### config.mk
export PLATFORM = sky130hd
export DESIGN_NAME = cmd_read_flat
export DESIGN_NICKNAME = d
export VERILOG_FILES = /design/src/rtl/cmd_read_if.sv /design/src/rtl/cmd_read.sv /design/src/flat_wrapper.sv
export SDC_FILE = /design/constraint.sdc
export NUM_CORES = 1
export LEC_CHECK = 0
export CELL_PAD_IN_SITES_DETAIL_PLACEMENT = 1
export CELL_PAD_IN_SITES_GLOBAL_PLACEMENT = 2
export CORE_UTILIZATION = 35
export DETAILED_ROUTE_END_ITERATION = 8
export HOLD_SLACK_MARGIN = 0.03
export PLACE_DENSITY_LB_ADDON = 0.08
export SLEW_MARGIN = 40
export SYNTH_ARGS = -nofsm -noshare
export SYNTH_HDL_FRONTEND = slang
export SYNTH_SLANG_ARGS = --single-unit
### constraint.sdc
create_clock -name clk_i -period 2.8 [get_ports clk_i]
set_clock_uncertainty 0.1 [all_clocks]
set_input_delay 0.84 -clock clk_i [delete_from_list [all_inputs] [get_ports clk_i]]
set_output_delay 0.84 -clock clk_i [all_outputs]
set_load 0.005 [all_outputs]
### src/rtl/cmd_read_if.sv
// Signal bundle between the SD host command path and the CMD response receiver.
interface cmd_read_if;
  logic         clk_en_p_i;
  logic         cmd_i;
  logic         start_listen_i;
  logic         abort_i;
  logic         long_rsp_i;
  logic         crc_check_en_i;
  logic         idx_check_en_i;
  logic [5:0]   exp_idx_i;
  logic [119:0] rsp_o;
  logic         busy_o;
  logic         done_o;
  logic         timeout_err_o;
  logic         crc_err_o;
  logic         end_bit_err_o;
  logic         idx_err_o;

  modport slave (
    input  clk_en_p_i, cmd_i, start_listen_i, abort_i, long_rsp_i,
           crc_check_en_i, idx_check_en_i, exp_idx_i,
    output rsp_o, busy_o, done_o, timeout_err_o, crc_err_o, end_bit_err_o, idx_err_o
  );

  modport master (
    output clk_en_p_i, cmd_i, start_listen_i, abort_i, long_rsp_i,
           crc_check_en_i, idx_check_en_i, exp_idx_i,
    input  rsp_o, busy_o, done_o, timeout_err_o, crc_err_o, end_bit_err_o, idx_err_o
  );
endinterface

### src/rtl/cmd_read.sv
// SD CMD-line response receiver: waits for a start bit, shifts in a 48- or
// 136-bit response, checks CRC7 / end bit / command index and reports once.
module cmd_read (
  input  logic       clk_i,
  input  logic       rst_ni,
  cmd_read_if.slave  bus
);

  typedef enum logic [1:0] {S_IDLE, S_WAIT_START, S_RECEIVE, S_DONE} state_t;

  state_t         state_q;
  logic [5:0]     wait_cnt_q;
  logic [7:0]     bit_cnt_q;
  logic [6:0]     crc_q;
  logic [127:0]   sh_q;
  logic           long_q, crc_en_q, idx_en_q;
  logic [5:0]     exp_idx_q;
  logic [119:0]   rsp_q;
  logic           done_q, tout_q, crc_err_q, end_err_q, idx_err_q;

  logic [127:0]   sh_d;
  logic [6:0]     crc_d;
  logic [7:0]     last_bit_d;
  logic           crc_upd_d;

  // One serial step of CRC7, generator x^7 + x^3 + 1.
  function automatic logic [6:0] crc7_step(input logic [6:0] c, input logic b);
    logic fb;
    fb = b ^ c[6];
    return {c[5:3], c[2] ^ fb, c[1:0], fb};
  endfunction

  // Next shift/CRC values and which received bits fall inside the CRC window.
  // The start bit is never fed in: with a zero seed a leading 0 leaves CRC7 at 0.
  // Only the last 128 bits are kept, enough for bits 127:0 of a long frame.
  always_comb begin
    sh_d       = {sh_q[126:0], bus.cmd_i};
    crc_d      = crc7_step(crc_q, bus.cmd_i);
    last_bit_d = long_q ? 8'd134 : 8'd46;
    crc_upd_d  = 1'b0;
    if (long_q) crc_upd_d = (bit_cnt_q >= 8'd7) && (bit_cnt_q <= 8'd126);
    else        crc_upd_d = (bit_cnt_q <= 8'd38);
  end

  // Receiver FSM with registered results; abort overrides everything.
  always_ff @(posedge clk_i or negedge rst_ni) begin
    if (!rst_ni) begin
      state_q    <= S_IDLE;
      wait_cnt_q <= '0;
      bit_cnt_q  <= '0;
      crc_q      <= '0;
      sh_q       <= '0;
      long_q     <= 1'b0;
      crc_en_q   <= 1'b0;
      idx_en_q   <= 1'b0;
      exp_idx_q  <= '0;
      rsp_q      <= '0;
      done_q     <= 1'b0;
      tout_q     <= 1'b0;
      crc_err_q  <= 1'b0;
      end_err_q  <= 1'b0;
      idx_err_q  <= 1'b0;
    end else if (bus.abort_i) begin
      state_q <= S_IDLE;
      done_q  <= 1'b0;
    end else begin
      case (state_q)
        S_IDLE: begin
          done_q <= 1'b0;
          if (bus.start_listen_i) begin
            long_q     <= bus.long_rsp_i;
            crc_en_q   <= bus.crc_check_en_i;
            idx_en_q   <= bus.idx_check_en_i;
            exp_idx_q  <= bus.exp_idx_i;
            wait_cnt_q <= '0;
            bit_cnt_q  <= '0;
            crc_q      <= '0;
            sh_q       <= '0;
            rsp_q      <= '0;
            tout_q     <= 1'b0;
            crc_err_q  <= 1'b0;
            end_err_q  <= 1'b0;
            idx_err_q  <= 1'b0;
            state_q    <= S_WAIT_START;
          end
        end
        S_WAIT_START: begin
          if (bus.clk_en_p_i) begin
            if (!bus.cmd_i) begin
              state_q <= S_RECEIVE;
            end else if (wait_cnt_q == 6'd63) begin
              tout_q  <= 1'b1;
              done_q  <= 1'b1;
              state_q <= S_DONE;
            end else begin
              wait_cnt_q <= wait_cnt_q + 6'd1;
            end
          end
        end
        S_RECEIVE: begin
          if (bus.clk_en_p_i) begin
            sh_q      <= sh_d;
            bit_cnt_q <= bit_cnt_q + 8'd1;
            if (crc_upd_d) crc_q <= crc_d;
            if (bit_cnt_q == last_bit_d) begin
              rsp_q     <= long_q ? sh_d[127:8] : {88'd0, sh_d[39:8]};
              end_err_q <= ~bus.cmd_i;
              crc_err_q <= crc_en_q & (crc_q != sh_d[7:1]);
              idx_err_q <= idx_en_q & ~long_q & (sh_d[45:40] != exp_idx_q);
              done_q    <= 1'b1;
              state_q   <= S_DONE;
            end
          end
        end
        S_DONE: begin
          done_q  <= 1'b0;
          state_q <= S_IDLE;
        end
        default: state_q <= S_IDLE;
      endcase
    end
  end

  assign bus.rsp_o         = rsp_q;
  assign bus.busy_o        = (state_q == S_WAIT_START) || (state_q == S_RECEIVE);
  assign bus.done_o        = done_q;
  assign bus.timeout_err_o = tout_q;
  assign bus.crc_err_o     = crc_err_q;
  assign bus.end_bit_err_o = end_err_q;
  assign bus.idx_err_o     = idx_err_q;

endmodule

### src/flat_wrapper.sv
// flat-port wrapper written by rule: the top's interface ports become plain ports
module cmd_read_flat 
  (clk_i, rst_ni, bus_clk_en_p_i, bus_cmd_i, bus_start_listen_i, bus_abort_i, bus_long_rsp_i, bus_crc_check_en_i, bus_idx_check_en_i, bus_exp_idx_i, bus_rsp_o, bus_busy_o, bus_done_o, bus_timeout_err_o, bus_crc_err_o, bus_end_bit_err_o, bus_idx_err_o);
  cmd_read_if bus_i ();
  input  logic clk_i;
  input  logic rst_ni;
  input wire logic [$bits(bus_i.clk_en_p_i)-1:0] bus_clk_en_p_i;
  input wire logic [$bits(bus_i.cmd_i)-1:0] bus_cmd_i;
  input wire logic [$bits(bus_i.start_listen_i)-1:0] bus_start_listen_i;
  input wire logic [$bits(bus_i.abort_i)-1:0] bus_abort_i;
  input wire logic [$bits(bus_i.long_rsp_i)-1:0] bus_long_rsp_i;
  input wire logic [$bits(bus_i.crc_check_en_i)-1:0] bus_crc_check_en_i;
  input wire logic [$bits(bus_i.idx_check_en_i)-1:0] bus_idx_check_en_i;
  input wire logic [$bits(bus_i.exp_idx_i)-1:0] bus_exp_idx_i;
  output wire logic [$bits(bus_i.rsp_o)-1:0] bus_rsp_o;
  output wire logic [$bits(bus_i.busy_o)-1:0] bus_busy_o;
  output wire logic [$bits(bus_i.done_o)-1:0] bus_done_o;
  output wire logic [$bits(bus_i.timeout_err_o)-1:0] bus_timeout_err_o;
  output wire logic [$bits(bus_i.crc_err_o)-1:0] bus_crc_err_o;
  output wire logic [$bits(bus_i.end_bit_err_o)-1:0] bus_end_bit_err_o;
  output wire logic [$bits(bus_i.idx_err_o)-1:0] bus_idx_err_o;
  assign bus_i.clk_en_p_i = bus_clk_en_p_i;
  assign bus_i.cmd_i = bus_cmd_i;
  assign bus_i.start_listen_i = bus_start_listen_i;
  assign bus_i.abort_i = bus_abort_i;
  assign bus_i.long_rsp_i = bus_long_rsp_i;
  assign bus_i.crc_check_en_i = bus_crc_check_en_i;
  assign bus_i.idx_check_en_i = bus_idx_check_en_i;
  assign bus_i.exp_idx_i = bus_exp_idx_i;
  assign bus_rsp_o = bus_i.rsp_o;
  assign bus_busy_o = bus_i.busy_o;
  assign bus_done_o = bus_i.done_o;
  assign bus_timeout_err_o = bus_i.timeout_err_o;
  assign bus_crc_err_o = bus_i.crc_err_o;
  assign bus_end_bit_err_o = bus_i.end_bit_err_o;
  assign bus_idx_err_o = bus_i.idx_err_o;
  cmd_read u_core (.clk_i(clk_i), .rst_ni(rst_ni), .bus(bus_i));
endmodule
### Word level (Yosys, flattened, before mapping)

Index checks and enable logic that the tools add are counted.

| storage, ports and cells | value |
|---|---|
| flip-flop bits (word level) | 284 |
| output and inout bits | 126 |
| word-level logic and storage cells | 112 |

| cells by class | value |
|---|---|
| add/subtract/negate cells | 2 |
| order comparisons | 3 |
| eq/ne operators | 22 |
| muxes and demuxes | 48 |
| bitwise gates (word level) | 8 |
| reductions and logical operators | 14 |

Operators by type and width:

| kind | number |
|---|---|
| 120-bit two-way mux | 4 |
| 127-bit two-way mux | 2 |
| 127-bit case mux with 2 select lines | 1 |
| 120-bit case mux with 2 select lines | 1 |
| 6-bit two-way mux | 4 |
| 8-bit two-way mux | 3 |
| 7-bit two-way mux | 3 |
| 5-bit AND reduction | 4 |
| 8-bit case mux with 2 select lines | 1 |
| 1-bit two-way mux | 14 |
| 2-bit two-way mux | 7 |
| 7-bit case mux with 2 select lines | 1 |
| 3-bit inequality test (second input constant) | 4 |
| 6-bit case mux with 2 select lines | 1 |
| 6-bit AND reduction | 2 |
| 2-bit inequality test (second input constant) | 5 |
| 8-bit by 1-bit adder with 8-bit output (second input constant) | 1 |
| 8-bit equality test | 1 |
| 8-bit by 3-bit greater-or-equal comparator with 1-bit output (second input constant) | 1 |
| 8-bit by 6-bit <= comparator with 1-bit output (second input constant) | 1 |
| 8-bit by 7-bit <= comparator with 1-bit output (second input constant) | 1 |
| 1-bit case mux with 2 select lines | 4 |
| 2-bit case mux with 4 select lines | 1 |
| 7-bit inequality test | 1 |
| 19 further kinds | 29 |

### Logic depth before layout (Yosys ltp)

| logic depth | value |
|---|---|
| depth after elaboration | 6 |
| depth in mapped cells | 11 |
| depth with buffers taken out | 7 |

### Least setup slack after synthesis

No wires, ideal clock.

| timing path | value |
|---|---|
| path kind | input port to flip-flop |
| from | in bus_start_listen_i |
| to | reg u_core.rsp_q[39], in the netlist u_core.bus.rsp_o[39] |
| arrival time | 2.257 ns |
| data required time | 2.567 ns |
| setup slack | 0.310 ns |
| stages on the path | 9 |
| cell sequence | nor2b_4 -> or4_1 -> clkbuf_1 -> a21o_4 -> buf_6 -> buf_6 -> buf_2 -> nand2_1 -> o21ai_0 |

| between the ends | value |
|---|---|
| longest elaborated chain between the ends | 2 |

RTL lines:

| what | line | RTL |
|---|---|---|
| start, declared | flat_wrapper.sv:9 | `input wire logic [$bits(bus_i.start_listen_i)-1:0] bus_start_listen_i;` |
| 2-bit inequality test (no line) | - |  |
| 5-bit AND reduction (no line) | - |  |
| end signal, assigned | cmd_read.sv:106 | `rsp_q <= long_q ? sh_d[127:8] : {88'd0, sh_d[39:8]};` |
| end, declared | cmd_read.sv:18 | `logic [119:0] rsp_q;` |

Every way passes these cells.
A chain may end at the register's enable or synchronous reset.

### Worst setup path after layout

| timing path | value |
|---|---|
| from | reg u_core.state_q[1] |
| to | out bus_busy_o |

| between the ends | value |
|---|---|
| longest elaborated chain between the ends | 2 |
| elaborated cells between the ends (all ways) | 3 |
| classes of those cells | 2 x eq/ne; 1 x reduce/logical |

RTL lines:

| what | line | RTL |
|---|---|---|
| start, declared | cmd_read.sv:11 | `state_t state_q;` |
| start signal, assigned | cmd_read.sv:48 | `state_q <= S_IDLE;` |
| start signal, assigned | cmd_read.sv:64 | `state_q <= S_IDLE;` |
| start signal, assigned | cmd_read.sv:84 | `state_q <= S_WAIT_START;` |
| 2-bit by 1-bit equality test with 1-bit output / 2-bit equality test (equally long branches) | cmd_read.sv:125 | `assign bus.busy_o = (state_q == S_WAIT_START) \|\| (state_q == S_RECEIVE);` |
| 1-bit logical OR (*) | cmd_read.sv:125 |  |
| end, declared | flat_wrapper.sv:16 | `output wire logic [$bits(bus_i.busy_o)-1:0] bus_busy_o;` |

Mark *: on every way between the ends. The rest lies on a longest branch, timed or not.

==> results by group <==
Outcome
  – Outcome: finished clean

Floorplan
  – Die outline area: around 0.034 mm²
  – Die W: ~180 µm
  – Number of standard-cell rows in the floorplan: 66
  – Initial cell density of the core: about 36%
  – Core outline area: roughly 0.033 mm²
  – Number of ports placed on the die boundary: ~140
  – Die Span Y: roughly 180 µm

Timing
  – Final setup violation count: 0
  – Unrepaired setup endpoints after global routing: no
  – Highest clock frequency the design can meet: approximately 380 MHz
  – TNS Setup: 0 ns
  – Final Hold Slack: 0.167 ns
  – Final min period: roughly 2.7 ns
  – Crit path setup slack, layout: 0.134 ns
  – Actual slew at the worst max-slew pin: 0.722 ns
  – Max-slew violations: 0
  – Period utilisation layout: a little over nine tenths
  – Slew HR: just over 50%
  – Total count of hold-check failures in the final report: 0

Logic synthesis
  – Top cell type's share of synthesized area: about three fifths
  – Sequential cell area fraction in the yosys report: 61.0%
  – Netlist Area Pre-Place: 0.0117 mm²
  – Most frequent cells after synthesis: 493 x sky130_fd_sc_hd__nand2_1, 284 x sky130_fd_sc_hd__dfrtp_1, 157 x sky130_fd_sc_hd__o21ai_0
  – Avg Synthesized Cell Area: roughly 9.2 µm²
  – Number of library cell types mapped by synthesis: 43
  – Synthesized net count: roughly 1300
  – Post-synthesis instance total: 1265
  – Ys async rst share: 100%
  – Flip-flop and latch count after synthesis: about 280
  – Predominant post-synthesis flop cell: sky130_fd_sc_hd__dfrtp_1
  – EDFF count, synth: 0
  – Dominant cells by area after synthesis: sky130_fd_sc_hd__dfrtp_1 61%, sky130_fd_sc_hd__nand2_1 16%, sky130_fd_sc_hd__o21ai_0 6.7%
  – Cell type with the largest total area after synthesis: sky130_fd_sc_hd__dfrtp_1
  – Library cell with the highest instance count after synthesis: sky130_fd_sc_hd__nand2_1
  – Number of warnings printed during yosys synthesis: 0

Final layout
  – Fraction of layout instances using a drive strength above 1: under 10%
  – Area occupied by multi-input gates: approximately 0.0042 mm²
  – Inserted Diodes: 0
  – Final net count: roughly 1400
  – Fill count: between 3000 and 4000
  – Area taken by flip-flops and latches: between 0.007 and 0.008 mm²
  – Area growth syn-to-layout: 27.9%

Setup path
  – Startpoint kind of the worst setup timing path: flip-flop
  – Stage delay of the slowest cell on the critical path: ~0.5 ns
  – Cell family with the largest share of critical-path delay: buffers and inverters
  – Cell type of the slowest stage on the worst timing path: sky130_fd_sc_hd__clkdlybuf4s50_1
  – Crit path buf inv count: 2
  – Endpoint class of the critical path: primary output
  – Worst Path Class, Setup: reg2out
  – Data required time at the worst endpoint: approximately 1.9 ns
  – Ordered list of cells on the worst path: inv_1 > ha_4 > clkdlybuf4s50_1
  – Data arrival time of the worst path: 1.73 ns
  – Top fanout value on the critical path: 3

Routing
  – Number of iterations in the first detailed-routing pass: 4
  – Detailed-route wire length: about 29000 µm
  – Total vias in the final route: about 9000
  – DR vias/cell: 4.86
  – Average wire per standard cell: 15.5 µm
  – DRC violations left: 0
  – Drt first-iter violations: about 440
  – Antenna Violating Nets Remaining: 0

Clocking
  – Clock-pin slew on the worst setup and hold paths: approximately 0.05 ns
  – Clock insertion delay at the later pin of the skew report: 0.50 ns
  – CTS tree: built
  – Root buffer cell: sky130_fd_sc_hd__clkbuf_16
  – Num CTS Buffers: 34
  – H-tree lvl count: 2
  – Max clock buf depth: 3
  – CTS sink count: 284

Job
  – Max-cap violation count: 0

Min path
  – Min-delay worst type: in2async

Global routing
  – First-pass GRT wire length: 49100 µm
  – Largest net degree at the start of global routing: 96
  – GRT Resource Usage Total: around 18%
  – Total global routing overflow: 0
  – Antenna violations before repair: 0
  – Number of global-route vias before repair: between 9000 and 10000

Place
  – Port Buf Inserts: 140
  – Final weighted congestion in routability-driven placement: 0.717
  – Sum of net half-perimeters after detailed placement: 18300 µm
  – Pre-CTS WS: -0.164 ns

Pwr
  – Static leakage power: a little under 7 nW
  – Post-layout power: 11.5 mW
  – Power per cell area: between 700 and 800 mW/mm²
  – IR Drop Worst-Case VDD: 371 µV
[power breakdown]
part           internal [mW]  total (mW)  switching, mW  leakage, nW
sequential              4.24        4.35          0.118         3.95
clock                   2.79        4.45           1.66        0.566
combinational          0.826        2.72           1.90         2.25
[state kept, by name, summed over array words and instances (netlist names)]
name and count:
u_core.bit_cnt_q 8, u_core.bus.crc_err_o 1, u_core.bus.done_o 1, u_core.bus.end_bit_err_o 1
u_core.bus.idx_err_o 1, u_core.bus.rsp_o 120, u_core.bus.timeout_err_o 1, u_core.crc_en_q 1
u_core.crc_q 7, u_core.exp_idx_q 6, u_core.idx_en_q 1, u_core.long_q 1
u_core.sh_q 127, u_core.state_q 2, u_core.wait_cnt_q 6
[placed cells by master (no fill, tap or decap), types with 4 or more instances in the layout]
| cell type | netlist | layout |
|---|---|---|
| sky130_fd_sc_hd__nand3_1 | 102 | 102 |
| sky130_fd_sc_hd__buf_4 | 0 | 21 |
| sky130_fd_sc_hd__dfrtp_1 | 284 | 284 |
| sky130_fd_sc_hd__ha_1 | 7 | 5 |
| sky130_fd_sc_hd__o21ai_1 | 11 | 11 |
| sky130_fd_sc_hd__clkbuf_16 | 0 | 35 |
| sky130_fd_sc_hd__mux2i_1 | 5 | 5 |
| sky130_fd_sc_hd__buf_12 | 0 | 16 |
| sky130_fd_sc_hd__a21oi_1 | 8 | 8 |
| sky130_fd_sc_hd__xnor2_1 | 8 | 8 |
| sky130_fd_sc_hd__mux2_2 | 9 | 9 |
| sky130_fd_sc_hd__o211ai_1 | 7 | 7 |
| sky130_fd_sc_hd__nand4_1 | 8 | 8 |
| sky130_fd_sc_hd__and3_1 | 4 | 4 |
| sky130_fd_sc_hd__nor3_1 | 6 | 6 |
| sky130_fd_sc_hd__clkinv_2 | 0 | 4 |
| sky130_fd_sc_hd__clkdlybuf4s50_1 | 0 | 139 |
| sky130_fd_sc_hd__inv_1 | 8 | 7 |
| sky130_fd_sc_hd__nor2_1 | 10 | 10 |
| sky130_fd_sc_hd__nand2_1 | 493 | 493 |
| sky130_fd_sc_hd__o21ai_0 | 157 | 157 |
| sky130_fd_sc_hd__clkbuf_1 | 78 | 6 |
| sky130_fd_sc_hd__clkbuf_8 | 0 | 9 |
| sky130_fd_sc_hd__xor2_1 | 9 | 9 |
[cells by family after synthesis]
logic type               share of synthesized area (%)
AO/OA/AOI/OAI                                     9.50
adder cells (fa/ha/maj)                          0.752
flip-flops                                        61.0
multiplexers                                      1.30
XOR/XNOR                                          1.28
buffers and inverters                             3.48
AND/OR/NAND/NOR                                   22.7
[timing repair]
item                                    CTS  global route
cloned                                    0             0
endpoints found under the setup margin    1             1
gates resized for setup                   0             2
buffers inserted                          1             0
hold buffers                              0             0
[cell type report]
type	instances	area share (%)
clock buffer	50	6.86
clock inverter	8	0.797
inverter	8	0.201
multi-input combinational	881	28.0
sequential	284	47.7
tap	442	3.71
timing repair buffer	178	12.7
[routing by layer]
metal	wire length, µm	GRT usage (%)	vias up
li1	-	-	4413
met1	13800	24.5	4413
met2	13500	29.4	135
met3	968	2.71	28
met4	408	4.00	0
met5	0	0	-
[final timing paths]
path | start | to | slack (ns) | cells after the start
min | rst_ni | u_core.bus.rsp_o[14] | 0.17 | 1
max in group asynchronous | rst_ni | u_core.sh_q[91] | 1.67 | 2
min in group clk_i | u_core.bus.rsp_o[14] | u_core.bus.rsp_o[14] | 0.37 | 2
max reg2reg | u_core.bit_cnt_q[0] | u_core.bus.rsp_o[79] | 0.40 | 8
min reg2reg | u_core.bus.rsp_o[14] | u_core.bus.rsp_o[14] | 0.37 | 2
max | u_core.state_q[1] | bus_busy_o | 0.13 | 3
[metrics by stage]
step | instances | cell area [µm²] | util [%]
floorplan | 1265 | 11700 | -
global placement | 1792 | 13700 | 42.1
detailed placement | 1792 | 13700 | 42.1
finish | 1851 | 14900 | 45.7
CTS | 1851 | 14900 | 45.7
global route | 1851 | 14900 | 45.7
Power figures use the tool's default switching activity.
